[src/rtl/uart_sample_receiver.sv]
// uart_sample_receiver: UART receive end of the sample link.
// Deserialises UART_RX bytes and reassembles 3-byte packets into a
// 22-bit sample plus new-frame flag, presented on a valid/ready handshake.
// Optional feature: define UART_RX_PARITY_EN for 8E1 framing (default 8N1).
module uart_sample_receiver #(
  parameter int unsigned CLKS_PER_BIT = 868,
  parameter int unsigned TIMEOUT_BITS = 20
) (
  input  logic        sys_clock,
  input  logic        reset_n,
  input  logic        UART_RX,
  output logic [21:0] o_data,
  output logic        o_new_frame,
  output logic        o_valid,
  input  logic        i_ready,
  output logic        o_frame_err,
  output logic        o_sync_err,
  output logic        o_overrun
);

  localparam int unsigned CNT_W     = $clog2(CLKS_PER_BIT);
  localparam int unsigned TMO_LIMIT = TIMEOUT_BITS * CLKS_PER_BIT;
  localparam int unsigned TMO_W     = $clog2(TMO_LIMIT);
  localparam logic [CNT_W-1:0] BIT_LAST  = CNT_W'(CLKS_PER_BIT - 1);
  localparam logic [CNT_W-1:0] HALF_LAST = CNT_W'(CLKS_PER_BIT / 2 - 1);
  localparam logic [TMO_W-1:0] TMO_LAST  = TMO_W'(TMO_LIMIT - 1);

  typedef enum logic [2:0] {
    S_IDLE,
    S_START,
    S_DATA,
`ifdef UART_RX_PARITY_EN
    S_PARITY,
`endif
    S_STOP,
    S_BREAK
  } state_t;

  state_t             r_state, w_next_state;
  logic               r_rx_meta, r_rx_sync;
  logic [CNT_W-1:0]   r_clk_cnt;
  logic [2:0]         r_bit_idx;
  logic [7:0]         r_shift;
  logic [1:0]         r_byte_idx;
  logic [6:0]         r_hdr;
  logic [7:0]         r_mid;
  logic [TMO_W-1:0]   r_tmo_cnt;
  logic [21:0]        r_data;
  logic               r_new_frame, r_valid, r_frame_err, r_sync_err, r_overrun;

  logic w_bit_tick, w_half_tick, w_stop_smp, w_byte_ok, w_stop_err;
  logic w_par_err, w_hdr_err, w_tmo, w_pkt_done;

  assign w_bit_tick  = (r_clk_cnt == BIT_LAST);
  assign w_half_tick = (r_clk_cnt == HALF_LAST);
  assign w_stop_smp  = (r_state == S_STOP) && w_bit_tick;
  assign w_stop_err  = w_stop_smp && !r_rx_sync;

`ifdef UART_RX_PARITY_EN
  logic r_par_bad;
  assign w_par_err = (r_state == S_PARITY) && w_bit_tick && (r_rx_sync != ^r_shift);
  assign w_byte_ok = w_stop_smp && r_rx_sync && !r_par_bad;
`else
  assign w_par_err = 1'b0;
  assign w_byte_ok = w_stop_smp && r_rx_sync;
`endif

  assign w_hdr_err  = w_byte_ok && (r_byte_idx == 2'd0) && !r_shift[7];
  assign w_tmo      = (r_byte_idx != 2'd0) && !w_byte_ok && (r_tmo_cnt == TMO_LAST);
  assign w_pkt_done = w_byte_ok && (r_byte_idx == 2'd2);

  // Two-flop synchroniser for the asynchronous serial line (idles high).
  always_ff @(posedge sys_clock or negedge reset_n) begin
    if (!reset_n) begin
      r_rx_meta <= 1'b1;
      r_rx_sync <= 1'b1;
    end else begin
      r_rx_meta <= UART_RX;
      r_rx_sync <= r_rx_meta;
    end
  end

  // Bit FSM state register.
  always_ff @(posedge sys_clock or negedge reset_n) begin
    if (!reset_n) r_state <= S_IDLE;
    else          r_state <= w_next_state;
  end

  // Bit FSM next state; IDLE starts on a low level, which after the sync
  // chain is the falling edge since every path back to IDLE sees the line high.
  always_comb begin
    w_next_state = r_state;
    case (r_state)
      S_IDLE:  if (!r_rx_sync) w_next_state = S_START;
      S_START: if (w_half_tick) w_next_state = r_rx_sync ? S_IDLE : S_DATA;
      S_DATA:
        if (w_bit_tick && (r_bit_idx == 3'd7)) begin
`ifdef UART_RX_PARITY_EN
          w_next_state = S_PARITY;
`else
          w_next_state = S_STOP;
`endif
        end
`ifdef UART_RX_PARITY_EN
      S_PARITY: if (w_bit_tick) w_next_state = S_STOP;
`endif
      S_STOP:  if (w_bit_tick) w_next_state = r_rx_sync ? S_IDLE : S_BREAK;
      S_BREAK: if (r_rx_sync) w_next_state = S_IDLE;
      default: w_next_state = S_IDLE;
    endcase
  end

  // Bit timing counter, data shift register and parity check.
  always_ff @(posedge sys_clock or negedge reset_n) begin
    if (!reset_n) begin
      r_clk_cnt <= '0;
      r_bit_idx <= '0;
      r_shift   <= '0;
`ifdef UART_RX_PARITY_EN
      r_par_bad <= 1'b0;
`endif
    end else begin
      if ((r_state == S_IDLE) || (r_state == S_BREAK)) r_clk_cnt <= '0;
      else if ((r_state == S_START) && w_half_tick)     r_clk_cnt <= '0;
      else if (w_bit_tick)                              r_clk_cnt <= '0;
      else                                              r_clk_cnt <= r_clk_cnt + CNT_W'(1);

      if (r_state == S_START) begin
        r_bit_idx <= '0;
      end else if ((r_state == S_DATA) && w_bit_tick) begin
        r_shift   <= {r_rx_sync, r_shift[7:1]};
        r_bit_idx <= r_bit_idx + 3'd1;
      end
`ifdef UART_RX_PARITY_EN
      if ((r_state == S_PARITY) && w_bit_tick) r_par_bad <= w_par_err;
`endif
    end
  end

  // Packet assembly, byte index and inter-byte timeout.
  always_ff @(posedge sys_clock or negedge reset_n) begin
    if (!reset_n) begin
      r_byte_idx <= '0;
      r_hdr      <= '0;
      r_mid      <= '0;
      r_tmo_cnt  <= '0;
    end else begin
      if ((r_byte_idx == 2'd0) || w_byte_ok) r_tmo_cnt <= '0;
      else                                   r_tmo_cnt <= r_tmo_cnt + TMO_W'(1);

      if (w_stop_err || w_par_err || w_tmo) begin
        r_byte_idx <= '0;
      end else if (w_byte_ok) begin
        case (r_byte_idx)
          2'd0: if (r_shift[7]) begin
                  r_hdr      <= r_shift[6:0];
                  r_byte_idx <= 2'd1;
                end
          2'd1: begin
                  r_mid      <= r_shift;
                  r_byte_idx <= 2'd2;
                end
          default: r_byte_idx <= 2'd0;
        endcase
      end
    end
  end

  // Output sample register, handshake and one-cycle error pulses.
  always_ff @(posedge sys_clock or negedge reset_n) begin
    if (!reset_n) begin
      r_data      <= '0;
      r_new_frame <= 1'b0;
      r_valid     <= 1'b0;
      r_overrun   <= 1'b0;
      r_frame_err <= 1'b0;
      r_sync_err  <= 1'b0;
    end else begin
      r_frame_err <= w_stop_err || w_par_err;
      r_sync_err  <= w_hdr_err || w_tmo;
      if (w_pkt_done) begin
        r_data      <= {r_hdr[5:0], r_mid, r_shift};
        r_new_frame <= r_hdr[6];
        r_valid     <= 1'b1;
        r_overrun   <= r_valid && !i_ready;
      end else begin
        r_overrun <= 1'b0;
        if (r_valid && i_ready) r_valid <= 1'b0;
      end
    end
  end

  assign o_data      = r_data;
  assign o_new_frame = r_new_frame;
  assign o_valid     = r_valid;
  assign o_frame_err = r_frame_err;
  assign o_sync_err  = r_sync_err;
  assign o_overrun   = r_overrun;

endmodule

[config.mk]
export PLATFORM = sky130hd
export DESIGN_NAME = uart_sample_receiver
export DESIGN_NICKNAME = d
export VERILOG_FILES = /design/src/rtl/uart_sample_receiver.sv
export SDC_FILE = /design/constraint.sdc
export NUM_CORES = 1
export LEC_CHECK = 0
export CAP_MARGIN = 20
export CORE_MARGIN = 2
export CORE_UTILIZATION = 57
export CTS_CLUSTER_DIAMETER = 60
export DETAILED_ROUTE_END_ITERATION = 6
export PLACE_DENSITY_LB_ADDON = 0.2
export REMOVE_ABC_BUFFERS = 1
export SYNTH_ARGS = -nofsm -noshare
export SYNTH_HDL_FRONTEND = slang
export SYNTH_SLANG_ARGS = --single-unit
[constraint.sdc]
create_clock -name sys_clock -period 2.5 [get_ports sys_clock]
set_clock_uncertainty 0.05 [all_clocks]
set_input_delay 0.625 -clock sys_clock [delete_from_list [all_inputs] [get_ports sys_clock]]
set_output_delay 0.625 -clock sys_clock [all_outputs]
set_load 0.005 [all_outputs]
==> qor.txt <==
Status: finished clean
Post-CTS Resized: 0
DIE WIDTH: 84.9 um
Most common flop cell mapped by yosys: dfrtp_1
Largest net degree at the start of global routing: 72
First-iteration detailed-routing DRC count: 105
CTS H-tree depth: 3
Met2 WL: 2960 um
EDFF count, synth: 0
VDD IR max: 0.345 mV
Max layer used: met4
Detailed Place HPWL: 4090 um
Fmax: 450 MHz
Critical Path Fanout Max: 9
Core ar.: 6350 um^2
Synth unique cells: 46
Met3 wire length: 206 um
Clock period minus final worst setup slack: 2.22 ns
Crit path kind: flop to flop
Clk sink count: 85
IO Port Bufs: 30
CP required: 2.69 ns
Vias in the first global route: 2152
Yosys warnings: 0
Rows: 29
Max-Cap Viols: 0
Critical Path Sink Type: flop
Setup-failing EPs final: 0
Num CTS Buffers: 9
Simple-Gate Fraction of Synth Area: 16.9%
Adder-cell area share of the yosys netlist: 1.68%
Gate Count Post-Synth: 295
Initial antenna violation count: 0
WL per Instance: 15.5 um
Worst hold margin: 0.0605 ns
Slew Limit Fails: 0
Final WL: 6340 um
# hold bufs at CTS: 0
Max Root-Sink Buffers: 2
Delay-heaviest family, CP: simple AND/OR/NAND/NOR gates
Synthesized area per cell: 12.7 um^2
Critical path's slowest cell: dfrtp_1
Post-CTS Setup Bufs: 0
Startpoint class of the critical path: flop
Grt ovf: 0
Worst-path clk slew: 0.08 ns
CTS tree: done
Final Hold Vio Count: 0
Seq/Total Area, Yosys: 57.0%
Ratio of cells with drive above 1 in the final layout: 18.4%
Final nets: 336
Overall die height: 84.9 um
RSZ-0062 raised after global routing: no
Area of the mapped netlist: 3730 um^2
Buffers and inverters on the worst path: 0
First-pass GRT wire length: 10600 um
Largest stage delay on the critical path: 0.41 ns
Area growth, synth to finish: 14.8%
Initial core utilization: 58.8%
I/O pin count: 31
GP Congestion: 0.906
Hold Path Class: input port to async pin
Compound-Gate Fraction of Synth Area: 2.01%
Xor-xnor portion of the synthesized cell area: 4.46%
Pre-antenna DRT Iters: 5
ANT cells: 0
Remaining DRCs: 0
Worst-margin pin slew: 0.540 ns
Fillers: 469
Routed length on met1: 3060 um
R2R setup slack: 0.28 ns
Mux share of post-synthesis cell area: 14.9%
Clk_lat worst skew: 0.36 ns
Pwr Density: 554 nW/um^2
Root Buffer Master: clkbuf_8
Crit path cell chain: ha_1 -> nor3b_2 -> and3_2 -> nand4_2 -> mux2_2
Global-route total usage across every layer: 18.9%
Antenna viol nets, final: 0
Largest family of logic cells by synthesized area: simple AND/OR/NAND/NOR gates
Full die area: 7210 um^2
Post-route clock period utilization: 88.8%
FFs w/ async S/R, synth: 100%
Via count: 2271
Setup TNS: 0 ns
CP arrival: 2.41 ns
Drt via density: 5.57
Synth Register Bits: 85
Slew HR: 63.7%
Lkg Pwr: 2.05 nW
-- layout by cell type (no fill, tap or decap), types with 3 or more instances in the layout --
cell type and count:
buf_4 3, and3_1 5, nor3_1 3, o21ai_0 3, inv_6 3, ha_1 5, nor4_1 4, mux2_4 5
xnor2_1 12, a21oi_1 3, clkdlybuf4s50_1 29, nand4_1 10, mux2_2 23, nor2_1 32, nand3_1 12, nand2_1 15
inv_1 5, mux2_1 19, clkbuf_8 9, dfrtp_1 83, xor2_1 7
-- cells by family after synthesis --
kind of cell | after synthesis
AOI/OAI and AO/OA | 12
xor gates and xnor gates | 19
and+or+nand+nor | 108
DFF | 85
adders and majority gates | 5
muxes | 48
buffers and inverters | 18
-- metrics by stage --
step	power [mW]	std cells	setup slack (ns)	area (um^2)	utilization, %
6_report	2.38	408	0.280	4290	67.5
5_1_grt	2.47	408	0.110	4290	67.5
4_1_cts	2.40	407	0.0776	4260	67.1
3_5_place_dp	1.44	392	0.101	4070	64.1
3_3_place_gp	1.44	392	0.189	4070	64.1
2_1_floorplan	1.41	282	0.204	3640	-
-- path summary, 6_finish.rpt --
kind / from / end / depth (start not counted)
setup / recovery: r_clk_cnt[0] / r_mid[5] / 5
hold reg to reg: r_rx_meta / r_rx_sync / 0
hold / removal: reset_n / r_clk_cnt[8] / 1
max in group asynchronous: reset_n / r_rx_meta / 2
setup reg to reg: r_clk_cnt[0] / r_mid[5] / 5
min in group sys_clock: r_rx_meta / r_rx_sync / 0
-- where the power goes --
group / switching [mW] / leakage, nW / internal, mW
Sequential: 0.00384 / 1.17 / 1.38
Combinational: 0.0264 / 0.790 / 0.00787
Clock: 0.496 / 0.0965 / 0.465
-- state kept, by name, indices dropped and copies added, names as in the netlist, 2 cells and up --
signal / count
r_bit_idx: 3
r_byte_idx: 2
r_hdr: 7
o_data: 22
r_clk_cnt: 10
r_mid: 8
r_tmo_cnt: 15
r_state: 3
r_shift: 8
-- area by class of cell --
| type | instances | area (um^2) | share of cell area, % |
|---|---|---|---|
| Sequential cell | 85 | 2130 | 49.7 |
| Multi-Input combinational cell | 193 | 1520 | 35.4 |
| Timing Repair Buffer | 33 | 333 | 7.77 |
| Clock buffer | 9 | 124 | 2.89 |
| Tap cell | 77 | 96.3 | 2.25 |
| Clock inverter | 6 | 68.8 | 1.61 |
| Inverter | 5 | 18.8 | 0.438 |
-- layer usage --
layer / GRT usage [%] / vias up
met5: 0 / -
met4: 9.38 / 0
met3: 4.38 / 10
met2: 28.2 / 45
met1: 26.2 / 1120
li1: - / 1096
-- Yosys cell counts (2+ instances only) --
master    instances  area share (%)
inv_1             5            0.50
a21oi_1           3            0.40
and3_1            6             1.0
nand2b_1          2            0.34
nand3_1          12             1.6
buf_2             2            0.27
buf_6             3            0.90
ha_1              5             1.7
mux2_4            5             2.0
nand4_1          10             1.7
clkbuf_1          3            0.30
buf_4             5             1.0
nand2_1          15             1.5
dfstp_2           2             1.4
nand3b_1          2            0.40
nor3_1            3            0.40
nor3b_1           2            0.40
mux2_1           19             5.7
or2_2             2            0.34
xor2_1            7             1.6
nor4_1            4            0.67
o31ai_1           2            0.40
mux2_2           23             6.9
nor2b_1           2            0.34
nor3b_2           2            0.67
nand4_2           2            0.67
nor4_4            2             1.1
o21ai_0           3            0.40
nor2_1           32             3.2
xnor2_1          12             2.8
dfrtp_1          83              56
No activity file was read; power rests on OpenSTA's default activity.
